### src/rtl/grid_pkg.sv
// Shared constants and elaboration-time helpers for the grid renderer.
package grid_pkg;

   localparam int unsigned TW = 11;

   localparam logic [11:0] BG_RGB_DEF   = 12'h888;
   localparam logic [11:0] LINE_RGB_DEF = 12'h000;
   localparam logic [11:0] SEL_RGB_DEF  = 12'hfc0;

   localparam int unsigned GRID_N_DEF = 3;

   function automatic int unsigned idx_width(input int unsigned n);
      return (n < 2) ? 1 : $clog2(n);
   endfunction

   localparam int unsigned IDX_W = idx_width(GRID_N_DEF);

   // Evaluated only at elaboration; no divider reaches the netlist.
   function automatic int unsigned cell_size(input int unsigned active, input int unsigned n);
      return active / n;
   endfunction

endpackage

### src/rtl/grid_axis_tracker.sv
// Offset/index counter for one screen axis; the index saturates at N-1 so the
// remainder pixels fall into the last cell.
module grid_axis_tracker
   import grid_pkg::*;
#(
   parameter int unsigned SIZE = 341,
   parameter int unsigned N = 3,
   localparam int unsigned IW = idx_width(N)
) (
   input  logic          clk_i,
   input  logic          rst_i,
   input  logic          restart_i,
   input  logic          advance_i,
   output logic [TW-1:0] off_o,
   output logic [IW-1:0] idx_o
);

   localparam logic [TW-1:0] OFF_LAST = TW'(SIZE - 1);
   localparam logic [IW-1:0] IDX_LAST = IW'(N - 1);

   logic [TW-1:0] off_q, off_d;
   logic [IW-1:0] idx_q, idx_d;

   always_comb begin
      off_d = off_q;
      idx_d = idx_q;
      if (restart_i) begin
         off_d = '0;
         idx_d = '0;
      end else if (advance_i) begin
         if (off_q == OFF_LAST && idx_q < IDX_LAST) begin
            off_d = '0;
            idx_d = idx_q + IW'(1);
         end else if (off_q != '1) begin
            off_d = off_q + TW'(1);
         end
      end
   end

   always_ff @(posedge clk_i or posedge rst_i) begin
      if (rst_i) begin
         off_q <= '0;
         idx_q <= '0;
      end else begin
         off_q <= off_d;
         idx_q <= idx_d;
      end
   end

   assign off_o = off_q;
   assign idx_o = idx_q;

endmodule

### src/rtl/draw_grid.sv
// Two-stage grid background renderer with selected-cell highlight.
// Define DRAW_GRID_BORDER_EN to add an outer LINE_W frame around the active area.
module draw_grid
   import grid_pkg::*;
#(
   parameter int unsigned H_ACTIVE = 1024,
   parameter int unsigned V_ACTIVE = 768,
   parameter int unsigned GRID_N = 3,
   parameter int unsigned LINE_W = 5,
   parameter logic [11:0] BG_RGB = BG_RGB_DEF,
   parameter logic [11:0] LINE_RGB = LINE_RGB_DEF,
   parameter logic [11:0] SEL_RGB = SEL_RGB_DEF,
   localparam int unsigned IW = idx_width(GRID_N)
) (
   input  logic          pclk,
   input  logic          rst,
   input  logic [10:0]   hcount_in,
   input  logic          hsync_in,
   input  logic          hblnk_in,
   input  logic [10:0]   vcount_in,
   input  logic          vsync_in,
   input  logic          vblnk_in,
   input  logic [IW-1:0] sel_col,
   input  logic [IW-1:0] sel_row,
   input  logic          sel_valid,
   output logic [10:0]   hcount_out,
   output logic          hsync_out,
   output logic          hblnk_out,
   output logic [10:0]   vcount_out,
   output logic          vsync_out,
   output logic          vblnk_out,
   output logic [11:0]   rgb_out,
   output logic [IW-1:0] cell_col_out,
   output logic [IW-1:0] cell_row_out,
   output logic          on_line_out
);

   localparam int unsigned CELL_W = cell_size(H_ACTIVE, GRID_N);
   localparam int unsigned CELL_H = cell_size(V_ACTIVE, GRID_N);
   localparam logic [TW-1:0] LINE_W_C = TW'(LINE_W);
`ifdef DRAW_GRID_BORDER_EN
   localparam logic [TW-1:0] H_EDGE = TW'(H_ACTIVE - LINE_W);
   localparam logic [TW-1:0] V_EDGE = TW'(V_ACTIVE - LINE_W);
   localparam logic [TW-1:0] H_END  = TW'(H_ACTIVE);
   localparam logic [TW-1:0] V_END  = TW'(V_ACTIVE);
`endif

   // Stage 1: timing, sync flag, selection shadow; trackers hold this pixel's position.
   logic [10:0]   hcount_q, vcount_q;
   logic          hsync_q, hblnk_q, vsync_q, vblnk_q;
   logic          synced_q;
   logic [IW-1:0] sel_col_q, sel_row_q;
   logic          sel_valid_q;
   logic [TW-1:0] h_off, v_off;
   logic [IW-1:0] h_idx, v_idx;

   // Stage 2 next-state
   logic [11:0]   rgb_d;
   logic [IW-1:0] col_d, row_d;
   logic          on_line_d, selected;

   grid_axis_tracker #(.SIZE(CELL_W), .N(GRID_N)) u_h_track (
      .clk_i    (pclk),
      .rst_i    (rst),
      .restart_i(hcount_in == 11'd0),
      .advance_i(1'b1),
      .off_o    (h_off),
      .idx_o    (h_idx)
   );

   grid_axis_tracker #(.SIZE(CELL_H), .N(GRID_N)) u_v_track (
      .clk_i    (pclk),
      .rst_i    (rst),
      .restart_i(vcount_in == 11'd0),
      .advance_i(hcount_in == 11'd0),
      .off_o    (v_off),
      .idx_o    (v_idx)
   );

   always_ff @(posedge pclk or posedge rst) begin
      if (rst) begin
         hcount_q    <= '0;
         vcount_q    <= '0;
         hsync_q     <= 1'b0;
         hblnk_q     <= 1'b0;
         vsync_q     <= 1'b0;
         vblnk_q     <= 1'b0;
         synced_q    <= 1'b0;
         sel_col_q   <= '0;
         sel_row_q   <= '0;
         sel_valid_q <= 1'b0;
      end else begin
         hcount_q <= hcount_in;
         vcount_q <= vcount_in;
         hsync_q  <= hsync_in;
         hblnk_q  <= hblnk_in;
         vsync_q  <= vsync_in;
         vblnk_q  <= vblnk_in;
         if (hcount_in == 11'd0 && vcount_in == 11'd0) synced_q <= 1'b1;
         if (vsync_in && !vsync_q) begin
            sel_col_q   <= sel_col;
            sel_row_q   <= sel_row;
            sel_valid_q <= sel_valid;
         end
      end
   end

   // Indices never exceed GRID_N-1, so an out-of-range shadow index never matches.
   always_comb begin
      on_line_d = (h_idx != '0 && h_off < LINE_W_C) || (v_idx != '0 && v_off < LINE_W_C);
`ifdef DRAW_GRID_BORDER_EN
      on_line_d = on_line_d
                  || (h_idx == '0 && h_off < LINE_W_C)
                  || (hcount_q >= H_EDGE && hcount_q < H_END)
                  || (v_idx == '0 && v_off < LINE_W_C)
                  || (vcount_q >= V_EDGE && vcount_q < V_END);
`endif
      selected = sel_valid_q && sel_col_q == h_idx && sel_row_q == v_idx;
      rgb_d = '0;
      col_d = '0;
      row_d = '0;
      if (synced_q) begin
         col_d = h_idx;
         row_d = v_idx;
         if (hblnk_q || vblnk_q) rgb_d = '0;
         else if (on_line_d)     rgb_d = LINE_RGB;
         else if (selected)      rgb_d = SEL_RGB;
         else                    rgb_d = BG_RGB;
      end else begin
         on_line_d = 1'b0;
      end
   end

   always_ff @(posedge pclk or posedge rst) begin
      if (rst) begin
         hcount_out   <= '0;
         vcount_out   <= '0;
         hsync_out    <= 1'b0;
         hblnk_out    <= 1'b0;
         vsync_out    <= 1'b0;
         vblnk_out    <= 1'b0;
         rgb_out      <= '0;
         cell_col_out <= '0;
         cell_row_out <= '0;
         on_line_out  <= 1'b0;
      end else begin
         hcount_out   <= hcount_q;
         vcount_out   <= vcount_q;
         hsync_out    <= hsync_q;
         hblnk_out    <= hblnk_q;
         vsync_out    <= vsync_q;
         vblnk_out    <= vblnk_q;
         rgb_out      <= rgb_d;
         cell_col_out <= col_d;
         cell_row_out <= row_d;
         on_line_out  <= on_line_d;
      end
   end

endmodule
### config.mk
export PLATFORM = sky130hd
export DESIGN_NAME = draw_grid
export DESIGN_NICKNAME = d
export VERILOG_FILES = /design/src/rtl/grid_pkg.sv /design/src/rtl/grid_axis_tracker.sv /design/src/rtl/draw_grid.sv
export SDC_FILE = /design/constraint.sdc
export NUM_CORES = 1
export LEC_CHECK = 0
export ABC_AREA = 1
export BUFFER_PORTS_ARGS = -buffer_cell sky130_fd_sc_hd__buf_2
export CAP_MARGIN = 0
export CORE_AREA = 2 2 101 103
export DETAILED_ROUTE_END_ITERATION = 7
export DIE_AREA = 0 0 103 105
export PLACE_DENSITY_LB_ADDON = 0.2
export SLEW_MARGIN = 20
export SYNTH_ARGS = -nofsm -noshare
export SYNTH_HDL_FRONTEND = slang
export SYNTH_HIERARCHICAL = 1
export SYNTH_SLANG_ARGS = --single-unit
### constraint.sdc
create_clock -name pclk -period 2.9 [get_ports pclk]
set_input_delay 0.145 -clock pclk [delete_from_list [all_inputs] [get_ports pclk]]
set_output_delay 0.145 -clock pclk [all_outputs]
set_load 0.03 [all_outputs]
### Word level (Yosys, flattened, before mapping)

Index checks and enable logic that the tools add are counted.
W data, S select, Z words.

* flip-flop bits (word level): 101
* output and inout port bits: 43
* word-level logic and storage cells: 79
* bits of input ports: 33

* multiplexer cells: 19
* reductions and logical operators: 22
* eq/ne operators: 6
* add/sub/neg operators: 4
* magnitude comparators: 4

Operators by type and width (number)
* $mux W11: 8
* $mux W12: 3
* $add A11 B1 Y11 const B: 2
* $logic_not A11 Y1: 2
* $lt A11 B3 Y1 const B: 2
* $ne A11 B11 Y1 const B: 2
* $mux W2: 7
* $eq A11 B8 Y1 const B: 1
* $eq A11 B9 Y1 const B: 1
* $reduce_bool A2 Y1: 5
* $logic_and A1 B1 Y1: 8
* $reduce_bool A3 Y1: 2
* $add A2 B1 Y2 const B: 2
* $eq A2 B2 Y1: 2
* $lt A2 B2 Y1 const B: 2
* $reduce_and A2 Y1: 2
* $logic_or A1 B1 Y1: 2
* $logic_not A1 Y1: 1
* $mux W1: 1

### Longest topological paths before layout

Gate-level depths: netlist (run 1).

* depth in word-level cells: 7
* depth in mapped cells: 9

### Modules after synthesis

The synthesis (run 1) kept the hierarchy.

Modules (own cells, without submodules)
* draw_grid: area an instance 2104.5 µm², times used 1, seq. area each 1651.6 µm², cells an instance 164
* grid_axis_tracker at u_h_track: area an instance 854.6 µm², times used 1, seq. area each 325.3 µm², cells an instance 121
* grid_axis_tracker at u_v_track: area an instance 823.3 µm², times used 1, seq. area each 325.3 µm², cells an instance 117

### Worst setup path before layout (run 1)

No wires, ideal clock.

* path type: input to register
* start: input vcount_in[9]
* end: register u_v_track.off_q[1] (netlist: u_v_track/off_o[1])
* arrival time: 1.387 ns
* stages: 9
* setup slack: 1.448 ns
* buffers on the path: 0
* required time: 2.835 ns
* path through: nor3_1 > nand3_1 > nor2_1 > nor2_1 > clkinv_2 > nand2_2 > nor2_2 > nand2_1 > nand2_1

* longest elaborated chain between the ends: 3
* elaborated cells on any way between the ends: 5
* those cells by class: 1 x mux; 4 x reduce/logical

RTL lines
* start: declaration: line draw_grid.sv:20 `input logic [10:0] vcount_in,`
* $logic_not A11 Y1 *: line draw_grid.sv:74 `.restart_i(vcount_in == 11'd0),`
* $reduce_bool A3 Y1 (no line) or $reduce_bool A2 Y1 (tied branches)
* $reduce_and A2 Y1 (no line)
* end signal: assignment: line grid_axis_tracker.sv:42 `off_q <= '0;`
* end signal: assignment: line grid_axis_tracker.sv:45 `off_q <= off_d;`
* end: declaration: line grid_axis_tracker.sv:21 `logic [TW-1:0] off_q, off_d;`

Every way passes the cells marked *; elsewhere a longest branch is shown, timed or not.
A chain may end at the register's enable or synchronous reset.

### Worst setup path in the final report (run 1)

* start: input vcount_in[9]
* end: register u_v_track.off_q[5] (netlist: u_v_track/off_o[5])

Same word-level chain as after synthesis.

==> flow_summary_export.csv, run 1 <==
group,metric,value,unit
status,status,"finished clean",
finish,syn_to_final_growth,24.91,%
timing,fin_crit,2.094,ns
setup_path,worst-setup-path-type,"in -> reg",
detailed_routing,detailroute.via_count,2808,
setup_path,ff2ff_path_depth,8,
clock_tree,clk_path_buf_depth,2,
synth,synth.top_cell.area_share,60.87,%
timing,fmax,477.6,MHz
power_and_ir_drop,total_power,2.638,mW
finish,drive_above_1_share,21.33,%
placed_design,dp.cells,600,
synth,ys_types,27,
clock_tree,clkTransAtPathRegs,0.09,ns
detailed_routing,drt_iter0_drc,116,
timing,finalSetupTns,0,ns
floorplan,rows,36,
synth,synthTopCellsByArea,"dfrtp_1, nand2_1, nor2_1",
finish,fillCellCount,920,
hold_path,hp-class,"in -> reg",
setup_path,worstPathRequired,3.19,ns
timing,worstMarginPinSlew,0.5509,ns
global_route,grt_util_all_layers,14.74,%
synth,synth_seq_cells,92,
clock_tree,cts_max_level,3,
timing,rsz0062_at_grt,"no",
synth,yosysWarnings,6,
setup_path,rr_startpoint,"u_h_track/off_o[0]",
synth,synth-edff-count,0,
setup_path,path_max_fanout,7,
global_route,grt.overflow.total,0,
floorplan,start_util,39.24,%
global_route,grt_max_degree,24,
placed_design,dp_slack,0.9859,ns
clock_tree,cts-root-buf,"clkbuf_8",
global_route,grt_pass1_wl,12280,um
synth,synthFlopType,"dfrtp_1",
placed_design,place_congestion,0.8762,
flow_run,drv_cap,0,
floorplan,core_area,9639,sq um
power_and_ir_drop,powerDensity,558.3,nW/um^2
detailed_routing,vias_per_cell,4.360,
detailed_routing,detail-route-antenna-nets,0,
finish,area.sequential,2302,sq um
setup_path,startpoint,"vcount_in[9]",
synth,yosysTopAreaCell,"dfrtp_1",
timing,setup_violations,0,
synth,synth_cells,402,
synth,async_flop_share,100.0,%
finish,antenna_cells,0,
timing,hold_viol,0,
detailed_routing,drt_first_pass_iters,4,
global_route,grt_antenna_before_repair,0,
setup_path,r2r_slack,1.24,ns
floorplan,die_area,10820,sq um
clock_tree,cts_setup_buffers,0,
clock_tree,clock-sinks,92,
timing,drv_slew,0,
floorplan,die-width,103,um
synth,avgSynthCellArea,9.409,sq um
synth,yosysMostFrequentCell,"nand2_1",
power_and_ir_drop,p_leak,2.421,nW
floorplan,io_pins,76,
clock_tree,clkLatencyLatePin,0.35,ns
placed_design,hpwl,5206,um
finish,nets,542,
hold_path,hold_path_depth,2,
setup_path,worstPathArrival,2.39,ns
synth,synth_common_cells,"nand2_1, dfrtp_1, nor2_1, inv_1, nand3_1",
timing,fin_crit_sh,72.20,%
detailed_routing,finalWirelength,7495,um
placed_design,port_buffers,70,
power_and_ir_drop,peakVddDrop,0.2205,mV
global_route,grt_pass1_vias,2700,
timing,skew,0.007748,ns
clock_tree,cts_buffers,9,
detailed_routing,detail_route.wl_per_cell,11.64,um
setup_path,worst_setup_path_start_kind,"primary input",
clock_tree,cts_tree,"done",
setup_path,end_kind,"register",
floorplan,die_h,105,um
timing,relSlewSlack,63.14,%
detailed_routing,drc,0,
setup_path,reg2reg_to,"u_h_track/off_o[2]",
synth,yosysSeqAreaShare,60.87,%
synth,netlist_area,3782,sq um
timing,worst_slack,0.8062,ns
setup_path,cp-endpoint,"u_v_track/off_o[5]",
finish,fin_cells,644,
finish,multi_input_area,1250,sq um
per-stage QoR:
stage	cell area, sq um	hold WS, ns	utilization [%]
2_1_floorplan	3797	0.02196	-
3_3_place_gp	4243	0.2037	44.02
3_5_place_dp	4243	0.1952	44.02
4_1_cts	4725	0.007057	49.01
5_1_grt	4725	0.01120	49.01
6_report	4725	0.03077	49.01
kinds of logic after synthesis:
logic type,Yosys count,synth area share (%)
flip-flops,92,60.87
XOR/XNOR,13,3.010
buffers and inverters,53,6.483
AND/OR/NAND/NOR,225,25.41
AO/OA/AOI/OAI,11,2.150
adder cells (fa/ha/maj),3,0.9925
other,2,0.1986
multiplexers,3,0.8931
metal layers:
layer | global-route usage, % | share of wire, % | up-vias
met5 | 0 | 0 | -
met4 | 6.485 | 1.2 | 0
met3 | 3.411 | 5.1 | 5
met2 | 23.79 | 47 | 71
met1 | 18.65 | 46 | 1321
li1 | - | - | 1411
sequential cells by signal (all words and copies together) (netlist names):
register         flops
hcount_q            11
vcount_q            11
hsync_q              1
rgb_out              3
cell_col_out         2
vblnk_out            1
u_v_track/off_o     11
hcount_out          11
u_h_track/idx_o      2
sel_valid_q          1
vcount_out          11
synced_q             1
vsync_out            1
vblnk_q              1
u_h_track/off_o     11
sel_col_q            2
hblnk_out            1
sel_row_q            2
cell_row_out         2
hsync_out            1
on_line_out          1
hblnk_q              1
vsync_q              1
u_v_track/idx_o      2
where the power goes:
group / total, mW / switching, mW / internal [mW] / leakage [nW]
Combinational: 0.344 / 0.207 / 0.137 / 1.19
Clock: 0.867 / 0.441 / 0.426 / 0.0999
Sequential: 1.43 / 0.0667 / 1.36 / 1.14
critical path: stages:
cell and delay (ns):
dlygate4sd3_1 0.53, buf_2 0.13, nor3_1 0.19, nand3_1 0.12, nor2_1 0.45, nor2_1 0.17
clkinv_2 0.13, nand2_2 0.09, nor2_2 0.29, nand2_1 0.08, nand2_1 0.07
final cells by class:
cell class | count | area share (%)
clock buffer | 11 | 2.993
multi-input combinational | 261 | 26.46
inverter | 42 | 3.363
tap | 133 | 3.522
timing repair buffer | 100 | 13.67
clock inverter | 5 | 1.271
sequential | 92 | 48.73
worst min-delay path by stage:
stage                          start                 end  slack, ns
final                     sel_col[1]        sel_col_q[1]       0.03
after global routing      sel_col[0]        sel_col_q[0]       0.01
after CTS                 sel_col[1]        sel_col_q[1]      0.007
after detailed placement         rst         sel_valid_q       0.20
after global placement           rst         sel_valid_q       0.20
after floorplan                  rst  u_h_track/idx_o[0]       0.02
repair_timing:
action | in CTS | in global routing
gates resized for setup | 0 | 0
endpoints found under the hold margin | 74 | 0
hold buffers | 28 | 0
endpoints found under the setup margin | 0 | 0
placed cells by master, fill, tap and decap left out, types with 2 or more instances in the layout:
| cell | count |
|---|---|
| nor3_1 | 3 |
| dlygate4sd3_1 | 28 |
| buf_2 | 70 |
| nand3_4 | 2 |
| clkinv_2 | 2 |
| a21oi_1 | 3 |
| xnor2_1 | 5 |
| nand2_1 | 124 |
| nand2_2 | 5 |
| nand3_1 | 19 |
| inv_1 | 40 |
| nor2_2 | 3 |
| buf_4 | 2 |
| conb_1 | 6 |
| nor2_4 | 2 |
| clkbuf_8 | 10 |
| o21ai_0 | 4 |
| ha_1 | 3 |
| mux2_2 | 3 |
| dfrtp_1 | 92 |
| o21ai_4 | 2 |
| xor2_1 | 8 |
| nand4_1 | 2 |
| nor2_1 | 62 |
Note: power is estimated with default switching activity, not from simulation.
==> run 2, diff against run 1 <==
Settings changed: ABC_AREA 1 to 0, CORE_AREA 2 2 101 103 to 2 2 99 101, DIE_AREA 0 0 103 105 to 0 0 101 103.
Clock period 2.9 ns to 1.75 ns, I/O delays scaled along.
==> flow_summary_export.csv, run 2 <==
group,metric,value,unit
status,status,"finished clean",
finish,layout_common_cells,"dfrtp_1, buf_2, dlygate4sd3_1",
synth,synth.top_cell.area_share,62.54,%
synth,netlist_area,3681,sq um
detailed_routing,finalWirelength,7390,um
hold_path,hp-class,"in -> reg",
placed_design,hpwl,4983,um
synth,synth_seq_cells,92,
power_and_ir_drop,p_sw_share,26.87,%
synth,avgSynthCellArea,12.56,sq um
global_route,grt_antenna_before_repair,0,
timing,relSlewSlack,64.35,%
timing,fin_crit_sh,98.35,%
timing,skew,0.01878,ns
global_route,grt_pass1_vias,2644,
clock_tree,clock-sinks,92,
clock_tree,cts_max_level,3,
synth,yosysSeqAreaShare,62.54,%
finish,fillCellCount,820,
finish,antenna_cells,0,
flow_run,drv_cap,0,
finish,drive_above_1_share,33.89,%
setup_path,worst_setup_path_start_kind,"register",
floorplan,die_h,103,um
synth,yosysMostFrequentCell,"dfrtp_1",
power_and_ir_drop,seq_power_share,52.7,%
timing,fin_crit,1.721,ns
finish,nets,453,
finish,fin_area,4822,sq um
floorplan,start_util,38.92,%
clock_tree,cts_tree,"done",
synth,synthFlopType,"dfrtp_1",
setup_path,cp_cell_sequence,"ha_2, nand3_4, o41ai_4, buf_4, or3_2, a31oi_2",
detailed_routing,drt_first_pass_iters,5,
synth,yosysTopAreaCell,"dfrtp_1",
global_route,grt_max_degree,67,
timing,hold_viol,0,
detailed_routing,drt_iter0_drc,101,
power_and_ir_drop,peakVddDrop,0.4195,mV
timing,drv_slew,0,
setup_path,end_kind,"register",
power_and_ir_drop,powerDensity,954.2,nW/um^2
clock_tree,clkTransAtPathRegs,0.09,ns
timing,finalSetupTns,0,ns
timing,rsz0062_at_grt,"yes",
placed_design,place_congestion,0.8081,
setup_path,worstPathArrival,1.99,ns
finish,mostFrequentLayoutCell,"dfrtp_1",
synth,synth_cells,293,
timing,worstMarginPinSlew,0.5342,ns
finish,fin_util,50.98,%
global_route,grt_util_all_layers,15.21,%
power_and_ir_drop,clockPowerShare,34.2,%
clock_tree,clkLatencyLatePin,0.36,ns
timing,fmax,581.0,MHz
timing,whs,0.2692,ns
detailed_routing,detail_route.wl_per_cell,13.79,um
setup_path,slowest_delay,0.47,ns
placed_design,port_buffers,70,
synth,synth-edff-count,0,
clock_tree,cts-root-buf,"clkbuf_8",
synth,ys_types,58,
power_and_ir_drop,p_int,3.365,mW
setup_path,path_max_fanout,13,
synth,synthTopCellsByArea,"dfrtp_1, o221ai_2, buf_4",
detailed_routing,vias_per_cell,4.979,
power_and_ir_drop,netSwitchingPower,1.237,mW
global_route,grt.overflow.total,0,
power_and_ir_drop,comb_power_share,13.1,%
floorplan,io_pins,76,
detailed_routing,drc,0,
floorplan,rows,36,
placed_design,dpl-instance-area,4239,sq um
floorplan,die_area,10400,sq um
detailed_routing,detailroute.via_count,2669,
setup_path,worst-setup-path-type,"reg -> reg",
synth,yosysWarnings,6,
synth,synth_common_cells,"dfrtp_1, nand2_1, inv_1, nand3_1",
power_and_ir_drop,p_leak,2.271,nW
global_route,grt_pass1_wl,12400,um
clock_tree,clk_path_buf_depth,2,
synth,async_flop_share,100.0,%
timing,setup_violations,0,
setup_path,worstPathRequired,2.02,ns
setup_path,worst_path_max_delay_cell,"or3_2",
floorplan,core_area,9459,sq um
finish,syn_to_final_growth,31.00,%
detailed_routing,detail-route-antenna-nets,0,
clock_tree,cts_buffers,9,
floorplan,die-width,101,um
[run 2: cell types whose count changed after synthesis, sizes merged, moves of 6 or more]
cell	delta
nor4	+13
nor2	-56
nand3	-7
or3	+8
o221ai	+6
nand2	-108
inv	-24
xor2	-6
[run 2: timing repair]
action	CTS	global route
hold endpoints to repair	123	0
hold buffers	32	0
setup buffers	0	1
setup endpoints to repair	0	15
resized for setup	0	9
[run 2: cell families (layout without fill, tap and decap cells)]
group	count (synthesis)	after routing	share of synthesized area [%]
AO/OA/AOI/OAI	49	49	11.52
XOR/XNOR	2	2	0.4760
adder cells (fa/ha/maj)	3	3	1.020
buffers and inverters	32	152	4.963
flip-flops	92	92	62.54
multiplexers	5	5	1.462
other	2	11	0.2040
AND/OR/NAND/NOR	108	108	17.81
[run 2: final cells by class]
| cell class | instances | area (sq um) | area share [%] |
|---|---|---|---|
| clock inverter | 6 | 93.84 | 1.946 |
| multi-input combinational | 178 | 1277 | 26.49 |
| sequential | 92 | 2303 | 47.77 |
| tap | 114 | 142.6 | 2.958 |
| inverter | 17 | 66.31 | 1.375 |
| clock buffer | 10 | 127.6 | 2.647 |
| timing repair buffer | 119 | 810.8 | 16.81 |
[run 2: metrics by stage]
| step | setup WS, ns | std cells | total power [mW] |
|---|---|---|---|
| 3_3_place_gp | -0.1399 | 487 | 3.006 |
| 5_1_grt | -0.03159 | 536 | 4.853 |
| 6_report | 0.02893 | 536 | 4.601 |
| 3_5_place_dp | -0.1493 | 487 | 3.012 |
| 4_1_cts | 0.001698 | 535 | 4.657 |
| 2_1_floorplan | 0.007695 | 302 | 2.806 |
[run 2: routing by layer]
layer	GRT usage (%)	wire, um	vias up
li1	-	-	1292
met4	4.470	53	0
met3	3.864	349	5
met2	26.10	3691	68
met1	19.12	3297	1304
met5	0	0	-
[run 2: critical path, delay by kind of cell, from the launching register on]
family	cells	cell delay, ns
AND/OR/NAND/NOR	2	0.57
flip-flops	1	0.42
AO/OA/AOI/OAI	2	0.26
adder cells (fa/ha/maj)	1	0.22
buffers and inverters	1	0.18
[run 2: final timing paths]
check	from	endpoint	slack, ns	depth (start not counted)
max in group asynchronous	rst	u_v_track/off_o[6]	1.04	3
setup / recovery	u_h_track/off_o[1]	u_h_track/off_o[9]	0.03	6
min in group asynchronous	rst	u_h_track/off_o[4]	0.33	3
hold / removal	vcount_in[7]	u_v_track/off_o[1]	0.27	6
hold reg to reg	vcount_q[10]	vcount_out[10]	0.34	0
setup reg to reg	u_h_track/off_o[1]	u_h_track/off_o[9]	0.03	6
[run 2: power groups by stage]
stage | clock, mW | combinational [mW] | sequential (mW)
after floorplan | 0 | 0.310 | 2.50
after global placement | 0 | 0.539 | 2.47
after detailed placement | 0 | 0.545 | 2.47
after CTS | 1.63 | 0.602 | 2.43
after global routing | 1.73 | 0.666 | 2.46
final | 1.57 | 0.603 | 2.43
==> run 3, diff against run 2 <==
Settings changed: PLACE_DENSITY_LB_ADDON 0.2 to unset.
==> flow_summary_export.csv, run 3 (synthesized netlist as in run 2, its figures left out) <==
group,metric,value,unit
setup_path,r2r_slack,0.09,ns
detailed_routing,detailroute.via_count,2653,
placed_design,hpwl,4994,um
timing,finalSetupTns,0,ns
setup_path,ff2ff_path_depth,6,
timing,worstMarginPinSlew,0.5427,ns
setup_path,cp-endpoint,"u_v_track/off_o[4]",
finish,syn_to_final_growth,31.34,%
power_and_ir_drop,p_leak,2.271,nW
timing,worst_slack,0.07232,ns
timing,hold_viol,0,
global_route,grt_antenna_before_repair,0,
timing,fin_crit_sh,95.87,%
finish,antenna_cells,0,
detailed_routing,drt_iter0_drc,114,
floorplan,die_h,103,um
hold_path,hp-class,"in -> reg",
global_route,grt.overflow.total,0,
power_and_ir_drop,peakVddDrop,0.3959,mV
timing,fmax,596.1,MHz
flow_run,drv_cap,0,
status,status,"finished clean",
setup_path,startpoint,"hcount_in[4]",
setup_path,worstPathRequired,2.02,ns
floorplan,start_util,38.92,%
timing,relSlewSlack,63.78,%
placed_design,dp_slack,-0.007484,ns
finish,drive_above_1_share,35.22,%
detailed_routing,detail_route.wl_per_cell,13.72,um
floorplan,die_area,10400,sq um
setup_path,worstPathArrival,1.95,ns
setup_path,reg2reg_to,"u_h_track/off_o[3]",
finish,layout_common_cells,"dfrtp_1, buf_2, dlygate4sd3_1",
timing,skew,0.01261,ns
clock_tree,clkLatencyLatePin,0.36,ns
finish,fin_util,51.11,%
setup_path,end_kind,"register",
timing,rsz0062_at_grt,"yes",
timing,setup_violations,0,
clock_tree,cts_max_level,3,
global_route,grt_pass1_vias,2578,
global_route,grt_util_all_layers,15.14,%
setup_path,worst-setup-path-type,"in -> reg",
setup_path,rr_startpoint,"u_h_track/off_o[1]",
setup_path,path_max_fanout,8,
detailed_routing,detail-route-antenna-nets,0,
placed_design,dpl-instance-area,4224,sq um
global_route,grt_pass1_wl,12300,um
detailed_routing,finalWirelength,7370,um
placed_design,port_buffers,70,
detailed_routing,vias_per_cell,4.940,
finish,fin_area,4835,sq um
timing,drv_slew,0,
floorplan,rows,36,
clock_tree,cts-root-buf,"clkbuf_8",
power_and_ir_drop,total_power,4.413,mW
power_and_ir_drop,powerDensity,912.8,nW/um^2
detailed_routing,drc,0,
clock_tree,clkTransAtPathRegs,0.09,ns
timing,fin_crit,1.678,ns
global_route,grt_max_degree,45,
finish,mostFrequentLayoutCell,"dfrtp_1",
clock_tree,clk_path_buf_depth,2,
floorplan,die-width,101,um
finish,fillCellCount,831,
clock_tree,cts_buffers,9,
clock_tree,cts_tree,"done",
detailed_routing,drt_first_pass_iters,4,
clock_tree,clock-sinks,92,
placed_design,place_congestion,0.8357,
floorplan,io_pins,76,
setup_path,worst_setup_path_start_kind,"primary input",
finish,nets,454,
floorplan,core_area,9459,sq um
==> run 3: cell count changes in the layout (fill, tap and decap cells not counted), moves of 2 or more <==
cell and change:
buf_4 -2, buf_6 +3, bufinv_16 -2, nor4_1 -2
clkinv_4 +2, nor4_2 +2, inv_8 +2
==> run 3: stage by stage <==
step           std cells  hold slack (ns)
2_1_floorplan        302         -0.03554
6_report             537           0.2576
4_1_cts              535           0.2422
3_3_place_gp         485           0.1699
5_1_grt              537           0.2996
3_5_place_dp         485           0.1722
==> run 3: repair_timing <==
item	in CTS	in global routing
gates resized for setup	2	16
setup buffers	2	2
pin swaps	0	6
setup endpoints to repair	4	20
hold endpoints to repair	79	0
hold buffers	32	0
==> run 3: area by class of cell <==
cell class	instances	area (sq um)	area share (%)
multi-input combinational	178	1308	27.04
inverter	17	66.31	1.372
sequential	92	2303	47.64
clock buffer	10	127.6	2.640
timing repair buffer	120	829.5	17.16
tap	114	142.6	2.950
clock inverter	6	57.56	1.190
==> run 3: per-layer routing <==
layer / routed length [um] / track usage [%] / up-vias
li1: - / - / 1289
met1: 3404 / 19.77 / 1290
met2: 3535 / 24.77 / 64
met3: 324 / 3.932 / 10
met4: 106 / 4.990 / 0
met5: 0 / 0 / -
==> run 3: worst max-delay path, stage by stage <==
cell           delay, ns
dlygate4sd3_1       0.54
buf_2               0.13
nor4_1              0.24
nand2_1             0.12
nor4_4              0.18
nor2b_2             0.20
buf_6               0.14
nand2_4             0.11
o221ai_2            0.19
==> run 3: power breakdown <==
part	internal (mW)	switching [mW]	leakage [nW]
Sequential	2.27	0.155	1.09
Combinational	0.311	0.350	1.08
Clock	0.549	0.777	0.0949
==> run 3: worst min path at each step <==
stage	to	depth (start not counted)	slack [ns]	from
after floorplan	u_h_track/idx_o[0]	1	-0.04	rst
after global placement	sel_row_q[1]	2	0.17	rst
after detailed placement	sel_row_q[1]	2	0.17	rst
after CTS	u_v_track/idx_o[1]	6	0.24	vcount_in[7]
after global routing	u_v_track/off_o[10]	6	0.30	vcount_in[7]
final	u_v_track/off_o[10]	6	0.26	vcount_in[7]
